<file path="config.mk">
export PLATFORM = sky130hd
export DESIGN_NAME = tri_fetch
export DESIGN_NICKNAME = d
export VERILOG_FILES = /design/src/rtl/tri_pkg.sv /design/src/rtl/rd_lat_tracker.sv /design/src/rtl/tri_fetch.sv
export SDC_FILE = /design/constraint.sdc
export NUM_CORES = 1
export LEC_CHECK = 0
export CAP_MARGIN = 20
export CORE_ASPECT_RATIO = 1.5
export CORE_MARGIN = 2
export CORE_UTILIZATION = 40
export DETAILED_ROUTE_END_ITERATION = 10
export GPL_ROUTABILITY_DRIVEN = 0
export HOLD_SLACK_MARGIN = 0.15
export PLACE_DENSITY = 0.7
export SLEW_MARGIN = 20
export SYNTH_ARGS = -nofsm -noshare
export SYNTH_HDL_FRONTEND = slang
export SYNTH_SLANG_ARGS = --single-unit
</file>
<file path="constraint.sdc">
create_clock -name clk_in -period 5.1 [get_ports clk_in]
set_input_delay 0.765 -clock clk_in [delete_from_list [all_inputs] [get_ports clk_in]]
set_output_delay 0.765 -clock clk_in [all_outputs]
set_load 0.05 [all_outputs]
</file>
<file path="src/rtl/tri_pkg.sv">
// -----------------------------------------------------------------------------
// tri_pkg: types and constants shared by the triangle fetch block.
//   vertex_t      : three 9-bit coordinates. Element k is coordinate k, and the
//                   packed bit layout is identical to the 27-bit vertex word.
//   C*_LSB        : field offsets of each coordinate inside the vertex word.
//   state_t       : fetch FSM states.
//   rd_tag_t      : tag attached to an outstanding BRAM read.
//   unpack_vertex : splits a 27-bit vertex word into a vertex_t.
// -----------------------------------------------------------------------------
package tri_pkg;

  localparam int COORD_W    = 9;
  localparam int VTX_WORD_W = 3 * COORD_W;
  localparam int C0_LSB     = 0;
  localparam int C1_LSB     = 9;
  localparam int C2_LSB     = 18;

  typedef logic [2:0][COORD_W-1:0] vertex_t;

  typedef enum logic [2:0] {
    S_IDLE,
    S_IDX_RD,
    S_VTX_RD,
    S_PRESENT,
    S_DONE
  } state_t;

  typedef enum logic [2:0] {
    TAG_NONE,
    TAG_IDX,
    TAG_V1,
    TAG_V2,
    TAG_V3
  } rd_tag_t;

  function automatic vertex_t unpack_vertex(input logic [VTX_WORD_W-1:0] word);
    vertex_t v;
    v[0] = word[C0_LSB +: COORD_W];
    v[1] = word[C1_LSB +: COORD_W];
    v[2] = word[C2_LSB +: COORD_W];
    return v;
  endfunction

endpackage

</file>
<file path="src/rtl/rd_lat_tracker.sv">
// -----------------------------------------------------------------------------
// rd_lat_tracker: follows BRAM reads through their fixed read latency.
// The tag of the address currently on a BRAM address bus enters the pipe; it
// leaves RD_LAT cycles later, in the cycle the matching data is on the bus.
//   clk         : clock
//   rst         : asynchronous, active-high reset; clears every tag
//   issue_tag   : tag of the address presented this cycle (TAG_NONE if none)
//   capture_tag : tag of the read whose data is on the bus this cycle
// -----------------------------------------------------------------------------
module rd_lat_tracker
  import tri_pkg::*;
#(
  parameter int RD_LAT = 2
) (
  input  logic    clk,
  input  logic    rst,
  input  rd_tag_t issue_tag,
  output rd_tag_t capture_tag
);

  rd_tag_t pipe [RD_LAT];

  // NOTE: this small array is reset deliberately; clearing the tags is what
  // makes data from reads abandoned by a reset arrive untagged and be ignored.
  always_ff @(posedge clk or posedge rst) begin
    if (rst) begin
      for (int i = 0; i < RD_LAT; i++) pipe[i] <= TAG_NONE;
    end else begin
      pipe[0] <= issue_tag;
      for (int i = 1; i < RD_LAT; i++) pipe[i] <= pipe[i-1];
    end
  end

  assign capture_tag = pipe[RD_LAT-1];

endmodule

</file>
<file path="src/rtl/tri_fetch.sv">
// -----------------------------------------------------------------------------
// tri_fetch: per frame, walks the index BRAM, reads three vertices per entry
// from the vertex BRAM and hands triangles to the rasterizer one at a time.
//   clk_in, rst_in      : pixel clock, asynchronous active-high reset
//   new_frame_in        : one-cycle frame start (honoured only when idle)
//   idx_addr_out        : index BRAM address (registered)
//   idx_data_in         : {i1,i2,i3}, i1 in the MSBs
//   vtx_addr_out        : vertex BRAM address (registered)
//   vtx_data_in         : 27-bit vertex word
//   vert1/2/3_out       : triangle vertices, held until the next capture
//   valid_tri_out       : triangle valid; ready_in accepts it
//   obj_done_out        : one-cycle pulse when the frame's list is finished
//   busy_out            : high from frame start until obj_done
//   drop_count_out      : saturating count of dropped triangles this frame
// An entry with any vertex index >= NUM_VERTICES is dropped without vertex
// reads and the walk continues as if it had been accepted.
// -----------------------------------------------------------------------------
module tri_fetch
  import tri_pkg::*;
#(
  parameter int NUM_VERTICES = 8,
  parameter int NUM_TRIS     = 12,
  parameter int RD_LAT       = 2,
  parameter int IDX_W        = $clog2(NUM_VERTICES)
) (
  input  logic                                                clk_in,
  input  logic                                                rst_in,
  input  logic                                                new_frame_in,
  output logic [((NUM_TRIS > 1) ? $clog2(NUM_TRIS) : 1)-1:0]  idx_addr_out,
  input  logic [3*IDX_W-1:0]                                  idx_data_in,
  output logic [IDX_W-1:0]                                    vtx_addr_out,
  input  logic [26:0]                                         vtx_data_in,
  output logic [2:0][8:0]                                     vert1_out,
  output logic [2:0][8:0]                                     vert2_out,
  output logic [2:0][8:0]                                     vert3_out,
  output logic                                                valid_tri_out,
  input  logic                                                ready_in,
  output logic                                                obj_done_out,
  output logic                                                busy_out,
  output logic [7:0]                                          drop_count_out
);

  localparam int               TRI_W     = (NUM_TRIS > 1) ? $clog2(NUM_TRIS) : 1;
  localparam logic [TRI_W-1:0] LAST_TRI  = TRI_W'(NUM_TRIS - 1);
  localparam logic [IDX_W:0]   VTX_LIMIT = (IDX_W + 1)'(NUM_VERTICES);

  state_t           state;
  logic [TRI_W-1:0] tri_idx;
  logic [IDX_W-1:0] idx1, idx2, idx3;
  logic [IDX_W-1:0] idx2_q, idx3_q;
  logic             idx_capture, idx_bad, tri_retired;
  rd_tag_t          issue_tag, capture_tag;

  rd_lat_tracker #(.RD_LAT(RD_LAT)) u_tracker (
    .clk         (clk_in),
    .rst         (rst_in),
    .issue_tag   (issue_tag),
    .capture_tag (capture_tag)
  );

  // NOTE: every signal below is assigned on every path through the block, so
  // this stays purely combinational with no inferred latch.
  always_comb begin
    {idx1, idx2, idx3} = idx_data_in;
    idx_bad     = ({1'b0, idx1} >= VTX_LIMIT) || ({1'b0, idx2} >= VTX_LIMIT) ||
                  ({1'b0, idx3} >= VTX_LIMIT);
    idx_capture = (state == S_IDX_RD) && (capture_tag == TAG_IDX);
    // A triangle is retired either by a handshake or by being dropped.
    tri_retired = (idx_capture && idx_bad) || (valid_tri_out && ready_in);
  end

  // NOTE: all state here is updated with non-blocking assignments, so the
  // per-cycle defaults at the top and later overrides resolve as last-wins
  // without ordering hazards between reads and writes.
  always_ff @(posedge clk_in or posedge rst_in) begin
    if (rst_in) begin
      state          <= S_IDLE;
      tri_idx        <= '0;
      idx2_q         <= '0;
      idx3_q         <= '0;
      issue_tag      <= TAG_NONE;
      idx_addr_out   <= '0;
      vtx_addr_out   <= '0;
      vert1_out      <= '0;
      vert2_out      <= '0;
      vert3_out      <= '0;
      valid_tri_out  <= 1'b0;
      obj_done_out   <= 1'b0;
      busy_out       <= 1'b0;
      drop_count_out <= '0;
    end else begin
      issue_tag    <= TAG_NONE;
      obj_done_out <= 1'b0;

      unique case (state)
        S_IDLE: begin
          if (new_frame_in) begin
            tri_idx        <= '0;
            idx_addr_out   <= '0;
            issue_tag      <= TAG_IDX;
            drop_count_out <= '0;
            busy_out       <= 1'b1;
            state          <= S_IDX_RD;
          end
        end

        S_IDX_RD: begin
          if (idx_capture) begin
            if (idx_bad) begin
              if (drop_count_out != 8'hFF) drop_count_out <= drop_count_out + 8'd1;
            end else begin
              vtx_addr_out <= idx1;
              idx2_q       <= idx2;
              idx3_q       <= idx3;
              issue_tag    <= TAG_V1;
              state        <= S_VTX_RD;
            end
          end
        end

        S_VTX_RD: begin
          // Issue the remaining two addresses back to back after i1.
          case (issue_tag)
            TAG_V1: begin
              vtx_addr_out <= idx2_q;
              issue_tag    <= TAG_V2;
            end
            TAG_V2: begin
              vtx_addr_out <= idx3_q;
              issue_tag    <= TAG_V3;
            end
            default: ;
          endcase
          case (capture_tag)
            TAG_V1: vert1_out <= unpack_vertex(vtx_data_in);
            TAG_V2: vert2_out <= unpack_vertex(vtx_data_in);
            TAG_V3: begin
              vert3_out     <= unpack_vertex(vtx_data_in);
              valid_tri_out <= 1'b1;
              state         <= S_PRESENT;
            end
            default: ;
          endcase
        end

        S_PRESENT: begin
          if (ready_in) valid_tri_out <= 1'b0;
        end

        S_DONE: state <= S_IDLE;

        default: state <= S_IDLE;
      endcase

      if (tri_retired) begin
        if (tri_idx == LAST_TRI) begin
          obj_done_out <= 1'b1;
          busy_out     <= 1'b0;
          state        <= S_DONE;
        end else begin
          tri_idx      <= tri_idx + 1'b1;
          idx_addr_out <= tri_idx + 1'b1;
          issue_tag    <= TAG_IDX;
          state        <= S_IDX_RD;
        end
      end
    end
  end

endmodule
</file>
==> results_dict.tcl <==
set metrics [dict create \
    vias_per_cell 4.80 \
    layout_min_cycle_time_ns 2.46 \
    initial_core_util_pct 40.9 \
    clock_latency_ns 0.40 \
    maxSlewHeadroom_pct 52.2 \
    synth_warnings 0 \
    post_cts_buffers 0 \
    port_buffers 130 \
    grt_start_max_net_pins 84 \
    critical_path_arrival_ns 1.69 \
    setup_viol 0 \
    finalCritPeriodShare_pct 48.2 \
    diodes 0 \
    ant_nets 0 \
    status "finished clean" \
    holdBufCountCts 0 \
    cp.required_ns 4.34 \
    synth_xor_area_share_pct 0.387 \
    cp_num_buf_inv 1 \
    dieArea_sq_mm 0.0122 \
    crit_chain "clkdlybuf4s50_1" \
    antenna_found_initial 0 \
    criticalPathCategory "register to output port" \
    dr.first_iter.drc_count 82 \
    syn2layout_area_growth_pct 42.9 \
    fin_util_pct 58.5 \
    die_h_microns 134 \
    ys_seq_area_share_pct 62.5 \
    power_density_mw_per_mm2 619 \
    min_to "u_tracker.capture_tag[0]" \
    syn_area_sq_mm 0.00452 \
    worstMarginPinSlew_ns 0.716 \
    root_buffer "clkbuf_16" \
    slew_violations 0 \
    startpoint_type "register" \
    drive_above_1_share_pct 29.4 \
    hold_violations 0 \
    crit_family "buffers and inverters" \
    dp_hpwl_mm 6.74 \
    grt_pass1_wl_mm 15.8 \
    ys_ff_latch 113 \
    fp.dieW_microns 90.8 \
    clock_path_buffers 2 \
    vias 2844 \
    syn_inst 293 \
    synth_top_family_by_area "multiplexers" \
    coreArea_sq_mm 0.0111 \
    groute.usage.overall_pct 16.5 \
    ctsResizeCount 0 \
    crit_path_end_kind "output port" \
    ir_drop_uv 254 \
    clkTransAtPathRegs_ns 0.05 \
    critPathMaxStageDelay_ns 0.84 \
    h-tree-depth 4 \
    fmax_ghz 0.407 \
    r2r-end "vert3_out[3]" \
    yosys.area_share.simple_pct 5.34 \
    rsz0062_at_grt "no" \
    drc 0 \
    cts.sinks 113 \
    final.setup.tns_ns 0 \
    dr.pass1.iters 4 \
    overflow 0 \
    cts_tree "done" \
    ff2ff_setup_slack_ns 3.08 \
    worstPathMaxFanout 6 \
    reg2reg_from "state[2]" \
    ios 139 \
    cts_buffers 17 \
    syn_area_per_cell_sq_um 15.4 \
    wl_mm 9.51 \
    r2r_cells 5 \
    synth.mux.area_fraction_pct 24.7 \
    finalNetCount 474 \
    synth_fa_ha_area_share_pct 0.277 \
    wl_per_cell_microns 16.1 \
    worstHoldPathType "register to register" \
    leakagePower_uw 0.00286 \
    drv_cap 0 \
    fp-row-count 47 \
    setup.worst_path.start "valid_tri_out" \
    whs_path_depth 0 \
    fin_worst_skew_ns 0.00717 \
    hp-start "u_tracker.pipe[3]" \
    grt_pass1_vias 3050 \
    synth-compound-area-share_pct 2.65 \
    crit_slowest_cell "clkdlybuf4s50_1" \
    ys_types 38 \
]
[placed cells by master (no fill, tap or decap), types with 2 or more instances in the layout]
master	instances
dfrtp_1	113
nor2b_1	2
nand2_1	10
clkinvlp_4	3
clkinv_2	6
clkbuf_16	17
a21oi_1	5
clkdlybuf4s50_1	130
a21o_1	2
nand2b_1	4
mux2_4	20
clkbuf_8	3
xor2_1	2
nand3_1	3
bufinv_16	2
nor2_1	9
nand3b_1	2
o21ai_0	5
or3_1	3
a22o_1	2
mux2_2	70
buf_4	3
conb_1	8
mux2i_1	3
[how the worst max path moves through the flow]
stage,to,cells past startpoint
2_1_floorplan,busy_out,1
3_3_place_gp,vtx_addr_out[0],3
3_5_place_dp,idx3_q[1],3
4_1_cts,valid_tri_out,1
5_1_grt,valid_tri_out,1
6_report,valid_tri_out,1
[routing by layer]
metal	track usage [%]	wire [microns]	vias up
met2	27.8	4950	104
met1	20.4	3950	1427
met4	5.30	84	0
met5	0	0	-
met3	5.00	520	11
li1	-	-	1302
[cell usage after synthesis]
library cell / count / area (sq um)
a211oi_1: 1 / 7.51
a21o_1: 2 / 15.0
a21oi_1: 5 / 25.0
a22o_1: 2 / 17.5
a311oi_1: 1 / 8.76
a31oi_1: 1 / 6.26
buf_2: 2 / 10.0
buf_4: 9 / 67.6
buf_6: 6 / 67.6
buf_8: 2 / 30.0
conb_1: 1 / 3.75
dfrtp_1: 113 / 2830
ha_1: 1 / 12.5
inv_1: 2 / 7.51
mux2_2: 70 / 788
mux2_4: 20 / 300
mux2i_1: 3 / 30.0
nand2_1: 10 / 37.5
nand2_2: 1 / 6.26
nand2b_1: 4 / 25.0
nand3_1: 3 / 15.0
nand3b_1: 2 / 15.0
nand4b_1: 1 / 8.76
nor2_1: 9 / 33.8
nor2_2: 1 / 6.26
nor2_4: 1 / 11.3
nor2b_1: 2 / 12.5
nor3_1: 1 / 5.00
nor3b_1: 1 / 7.51
nor4b_1: 1 / 8.76
o21a_1: 1 / 7.51
o21ai_0: 5 / 25.0
o31ai_1: 1 / 7.51
or3_1: 3 / 18.8
or3b_2: 1 / 8.76
or4_4: 1 / 11.3
or4b_2: 1 / 10.0
xor2_1: 2 / 17.5
[power by group]
group | internal (uW) | switching, uW | total (uW)
registers | 1150 | 152 | 1300
logic | 597 | 973 | 1570
clock network | 747 | 382 | 1130
[registers in the layout, indices dropped and copies added, names as in the netlist, 3 cells and up]
name                   cells
vert3_out                 27
idx3_q                     3
idx_addr_out               4
u_tracker.pipe             3
tri_idx                    4
u_tracker.capture_tag      3
vert1_out                 27
vert2_out                 27
vtx_addr_out               3
state                      3
idx2_q                     3
issue_tag                  3
[kinds of logic (layout without fill, tap and decap cells)]
group / after synthesis / count (layout)
compound gates: 19 / 19
xor+xnor: 2 / 2
fa+ha+maj: 1 / 1
buf+inv: 21 / 166
flops: 113 / 113
mux: 93 / 93
other cells: 1 / 8
simple gates: 43 / 43
[per-stage QoR]
stage / hold slack (ns) / power, uW / cell area, sq um / instances / setup WS [ns]
2_1_floorplan: 0.331 / 2350 / 4550 / 300 / 1.35
3_3_place_gp: 0.331 / 2870 / 5890 / 561 / 2.70
3_5_place_dp: 0.335 / 2900 / 5890 / 561 / 2.63
4_1_cts: 0.346 / 4050 / 6460 / 592 / 2.63
5_1_grt: 0.356 / 4170 / 6470 / 592 / 2.60
6_report: 0.346 / 4000 / 6470 / 592 / 2.64
[layout make-up]
cell class | count | area (sq um)
Tap cell | 147 | 184
Sequential cell | 113 | 2830
Inverter | 2 | 12.5
Multi-Input combinational cell | 166 | 1540
Fill cell | 918 | 4590
Clock inverter | 11 | 113
Timing Repair Buffer | 133 | 1320
Clock buffer | 20 | 467
No activity file was read; power rests on OpenSTA's default activity.
